$ cat src/rtl/mmio_timer.sv
// Memory-mapped 32-bit timer: prescaler, auto-reload counter, sticky overflow flag
// and level interrupt on the core data bus.
module mmio_timer #(
  parameter int ADDR_W = 5
) (
  input  logic              clk,
  input  logic              reset,
  input  logic              sel,
  input  logic              we,
  input  logic [ADDR_W-1:0] addr,
  input  logic [31:0]       wData,
  output logic [31:0]       rData,
  output logic              irq
);

  logic        en_r;
  logic        arl_r;
  logic        ien_r;
  logic [31:0] psc_r;
  logic [31:0] arr_r;
  logic [31:0] cnt_r;
  logic        ovf_r;
  logic [31:0] pcnt_r;

  logic [2:0]  wordOff_s;
  logic        wrCtrl_s;
  logic        wrPsc_s;
  logic        wrArr_s;
  logic        wrCnt_s;
  logic        wrStatus_s;
  logic        tick_s;
  logic        atTop_s;
  logic        ovfSet_s;

  assign wordOff_s  = addr[4:2];
  assign wrCtrl_s   = sel & we & (wordOff_s == 3'd0);
  assign wrPsc_s    = sel & we & (wordOff_s == 3'd1);
  assign wrArr_s    = sel & we & (wordOff_s == 3'd2);
  assign wrCnt_s    = sel & we & (wordOff_s == 3'd3);
  assign wrStatus_s = sel & we & (wordOff_s == 3'd4);

  // A PSC write restarts the prescaler and suppresses any tick on that edge.
  assign tick_s   = en_r & (pcnt_r == psc_r) & ~wrPsc_s;
  assign atTop_s  = (cnt_r == arr_r);
  assign ovfSet_s = tick_s & atTop_s;

  // Prescaler counter.
  always_ff @(posedge clk) begin
    if (reset) begin
      pcnt_r <= 32'd0;
    end else if (wrPsc_s) begin
      pcnt_r <= 32'd0;
    end else if (en_r) begin
      if (pcnt_r == psc_r) begin
        pcnt_r <= 32'd0;
      end else begin
        pcnt_r <= pcnt_r + 32'd1;
      end
    end else begin
      pcnt_r <= pcnt_r;
    end
  end

  // Control, prescale and reload registers; software writes beat the one-shot stop.
  always_ff @(posedge clk) begin
    if (reset) begin
      en_r  <= 1'b0;
      arl_r <= 1'b0;
      ien_r <= 1'b0;
      psc_r <= 32'd0;
      arr_r <= 32'd0;
    end else begin
      if (wrCtrl_s) begin
        en_r  <= wData[0];
        arl_r <= wData[1];
        ien_r <= wData[2];
      end else if (ovfSet_s && !arl_r) begin
        en_r  <= 1'b0;
      end
      if (wrPsc_s) begin
        psc_r <= wData;
      end
      if (wrArr_s) begin
        arr_r <= wData;
      end
    end
  end

  // Main counter; above ARR it wraps at 2^32 without flagging overflow.
  always_ff @(posedge clk) begin
    if (reset) begin
      cnt_r <= 32'd0;
    end else if (wrCnt_s) begin
      cnt_r <= wData;
    end else if (tick_s) begin
      if (atTop_s) begin
        cnt_r <= 32'd0;
      end else begin
        cnt_r <= cnt_r + 32'd1;
      end
    end else begin
      cnt_r <= cnt_r;
    end
  end

  // Sticky overflow flag; a hardware set outranks a same-edge W1C.
  always_ff @(posedge clk) begin
    if (reset) begin
      ovf_r <= 1'b0;
    end else begin
      ovf_r <= ovfSet_s | (ovf_r & ~(wrStatus_s & wData[0]));
    end
  end

  // Read mux.
  always_comb begin
    rData = 32'd0;
    if (sel) begin
      case (wordOff_s)
        3'd0:    rData = {29'd0, ien_r, arl_r, en_r};
        3'd1:    rData = psc_r;
        3'd2:    rData = arr_r;
        3'd3:    rData = cnt_r;
        3'd4:    rData = {31'd0, ovf_r};
        default: rData = 32'd0;
      endcase
    end else begin
      rData = 32'd0;
    end
  end

  assign irq = ovf_r & ien_r;

endmodule

$ cat config.mk
export PLATFORM = sky130hd
export DESIGN_NAME = mmio_timer
export DESIGN_NICKNAME = d
export VERILOG_FILES = /design/src/rtl/mmio_timer.sv
export SDC_FILE = /design/constraint.sdc
export NUM_CORES = 1
export LEC_CHECK = 0
export BUFFER_PORTS_ARGS = -buffer_cell sky130_fd_sc_hd__buf_2
export CORE_MARGIN = 5
export CORE_UTILIZATION = 30
export CTS_CLUSTER_SIZE = 14
export DETAILED_ROUTE_END_ITERATION = 16
export PLACE_DENSITY_LB_ADDON = 0.05
export SLEW_MARGIN = 20
export SYNTH_ARGS = -nofsm -noshare
export SYNTH_HDL_FRONTEND = slang
export SYNTH_SLANG_ARGS = --single-unit
$ cat constraint.sdc
create_clock -name clk -period 3.8 [get_ports clk]
set_clock_uncertainty 0.2 [all_clocks]
set_input_delay 0.76 -clock clk [delete_from_list [all_inputs] [get_ports clk]]
set_output_delay 0.76 -clock clk [all_outputs]
set_load 0.01 [all_outputs]
==> impl_metrics.tcl <==
set metrics [dict create \
    mostFrequentLayoutCells "nand2_1 (187), dfxtp_1 (132), nor2_1 (105), a21oi_1 (77), xnor2_1 (74)" \
    final_cell_area_mm2 0.008823 \
    vias 7114 \
    placed_area_mm2 0.008255 \
    synth_cells 991 \
    grt_max_degree 61 \
    met2_length_mm 13.49 \
    crit_start "addr[2]" \
    drt_iter0_drc 511 \
    wirelength_mm 28.73 \
    gp_congestion 0.8170 \
    drive_above_1_share_pct 15.93 \
    wl_met1_mm 13.77 \
    r2r_start "cnt_r[0]$_SDFFE_PP0P_" \
    tightest_slew_ns 0.9568 \
    ir_drop_mv 0.2683 \
    netlist_area_mm2 0.007601 \
    grt_usage_pct 20.18 \
    cts.sinks 132 \
    wl_met3_mm 1.087 \
    synthesis.nets 1034 \
    portBuffers 71 \
    drc 0 \
    critical_path_required_ns 2.84 \
    path_buf_inv 3 \
    clock_path_buffers 2 \
    min_from "arr_r[18]$_SDFFE_PP0P_" \
    async_flop_share_pct 0 \
    syn_area_per_cell_um2 7.670 \
    cp_data_arrival_time_ns 2.21 \
    dieHeight_um 169.2 \
    postCtsSetupBuffers 0 \
    fin_util_pct 35.24 \
    p_leak_nw 2.915 \
    slew_headroom_pct 35.98 \
    crit_type "input port to primary output" \
    p_per_area_mw_per_mm2 408.8 \
    ios 74 \
    drt_pass1_iterations 5 \
    antenna_found_initial 0 \
    finalCriticalPeriod_ns 3.168 \
    setup_ws_ns 0.6322 \
    rows 58 \
    cp_max_fo 16 \
    coreArea_mm2 0.02504 \
    placed_cells 1335 \
    final-max-slew-violation-count 0 \
    max_freq_mhz 315.7 \
    post-route-period-util_pct 83.36 \
    cts-resized-gates 0 \
    grt_pass1_wl_mm 44.28 \
    via_per_inst 5.208 \
    crit_slowest_cell "mux2_2" \
    start_util_pct 30.36 \
    final_common_cell "nand2_1" \
    finalPower_mw 3.607 \
    end_kind "primary output" \
    setup_viol 0 \
    maxCapViolCount 0 \
    drtAntennaViolNets 0 \
    die_w_um 169.2 \
    setup_tns_ns 0 \
    grt_setup_unrepaired "no" \
    die-area_mm2 0.02862 \
    stdcell_count 1366 \
    clock_latency_ns 0.43 \
    hpwl_mm 20.68 \
    clkTransAtPathRegs_ns 0.06 \
    final_hold_viol_count 0 \
    critPathTopFamily "buffers and inverters" \
    synth_edf_count 0 \
    ys.flop_type "dfxtp_1" \
    hold_ws_ns 0.2793 \
    cts_tree "done" \
    grt_pass1_vias 7056 \
    dpl_worst_slack_ns 0.6120 \
    hold_class "flop to flop" \
    start_kind "input port" \
    ys_ff_latch 132 \
    ys_types 57 \
    crit_chain "buf_2, buf_4, mux2_2, a22oi_1, nor2_1, buf_2" \
    cts_root_buf "clkbuf_16" \
    antenna_cells 0 \
    slowest_delay_ns 0.38 \
    hold_buffers 0 \
    yosysSeqAreaShare_pct 34.77 \
    highest-signal-layer "met4" \
    htreeDepth 4 \
    numCtsBuffers 17 \
    status "finished clean" \
    synth-warning-count 0 \
    routedWlPerCell_um 21.03 \
    nets 1067 \
    area_growth_pct 16.08 \
    cpMostUsedCell "buf_2" \
    overflow 0 \
]
sequential cells by signal, indices dropped and copies added, names as in the netlist:
| signal | flops |
|---|---|
| arr_r | 32 |
| cnt_r | 32 |
| pcnt_r | 32 |
| psc_r | 32 |
| arl_r | 1 |
| en_r | 1 |
| ien_r | 1 |
| ovf_r | 1 |
kinds of logic after synthesis:
group / count (synthesis) / share of synthesized area, %
compound gates: 179 / 15.18
xor+xnor: 92 / 10.60
fa+ha+maj: 2 / 0.3292
buf+inv: 91 / 4.790
flops: 132 / 34.77
mux: 41 / 6.222
simple gates: 454 / 28.12
report_power, final:
group	switching, mW	internal [mW]	total, mW
clock network	0.670	0.963	1.63
registers	0.0604	1.42	1.48
logic	0.327	0.170	0.497
total	1.06	2.55	3.61
final timing paths:
| kind | endpoint | slack, ns | cells after the start |
|---|---|---|---|
| setup / recovery | rData[31] | 0.63 | 6 |
| hold / removal | arr_r[18]$_SDFFE_PP0P_ | 0.28 | 2 |
| setup reg to reg | cnt_r[31]$_SDFFE_PP0P_ | 0.98 | 7 |
| hold reg to reg | arr_r[18]$_SDFFE_PP0P_ | 0.28 | 2 |
cell usage after synthesis, types with 4 or more instances:
master      n  area share (%)
nand2_1   187             9.2
dfxtp_1   132              35
nor2_1    106             5.2
a21oi_1    77             5.1
xnor2_1    74             8.5
clkbuf_1   61             3.0
nand3_1    41             2.7
nand4_1    39             3.2
a22oi_1    30             3.0
mux2_2     30             4.4
xor2_1     18             2.1
a31oi_1    14             1.2
and2_1     13             1.1
a211oi_1   11             1.1
nor4_1     11            0.91
nor3_1     10            0.66
o211ai_1   10            0.99
and3_1      9            0.74
and4_1      9             1.0
buf_1       9            0.44
buf_2       9            0.59
inv_1       9            0.44
mux2i_1     9             1.2
nand2b_1    8            0.66
a311oi_1    5            0.58
o21a_1      5            0.49
o21bai_1    5            0.49
or4_1       5            0.49
nor2b_1     4            0.33
routing by layer:
| layer | up-vias | GRT usage [%] |
|---|---|---|
| li1 | 3526 | - |
| met1 | 3422 | 28.27 |
| met2 | 149 | 32.69 |
| met3 | 17 | 3.494 |
| met4 | 0 | 4.515 |
| met5 | - | 0 |
tightest hold or removal path: stages (launching register included):
cell and delay (ns):
dfxtp_1 0.32, nand2_1 0.06, a21oi_1 0.05
area by class of cell:
type                       instances  area (um^2)
timing repair buffer              95        563.0
sequential                       132         2643
clock buffer                      19        432.9
multi-input combinational        768         4599
inverter                          10        37.54
tap                              330        412.9
clock inverter                    12        135.1
fill                            2676        16210
No activity file was read; power rests on OpenSTA's default activity.
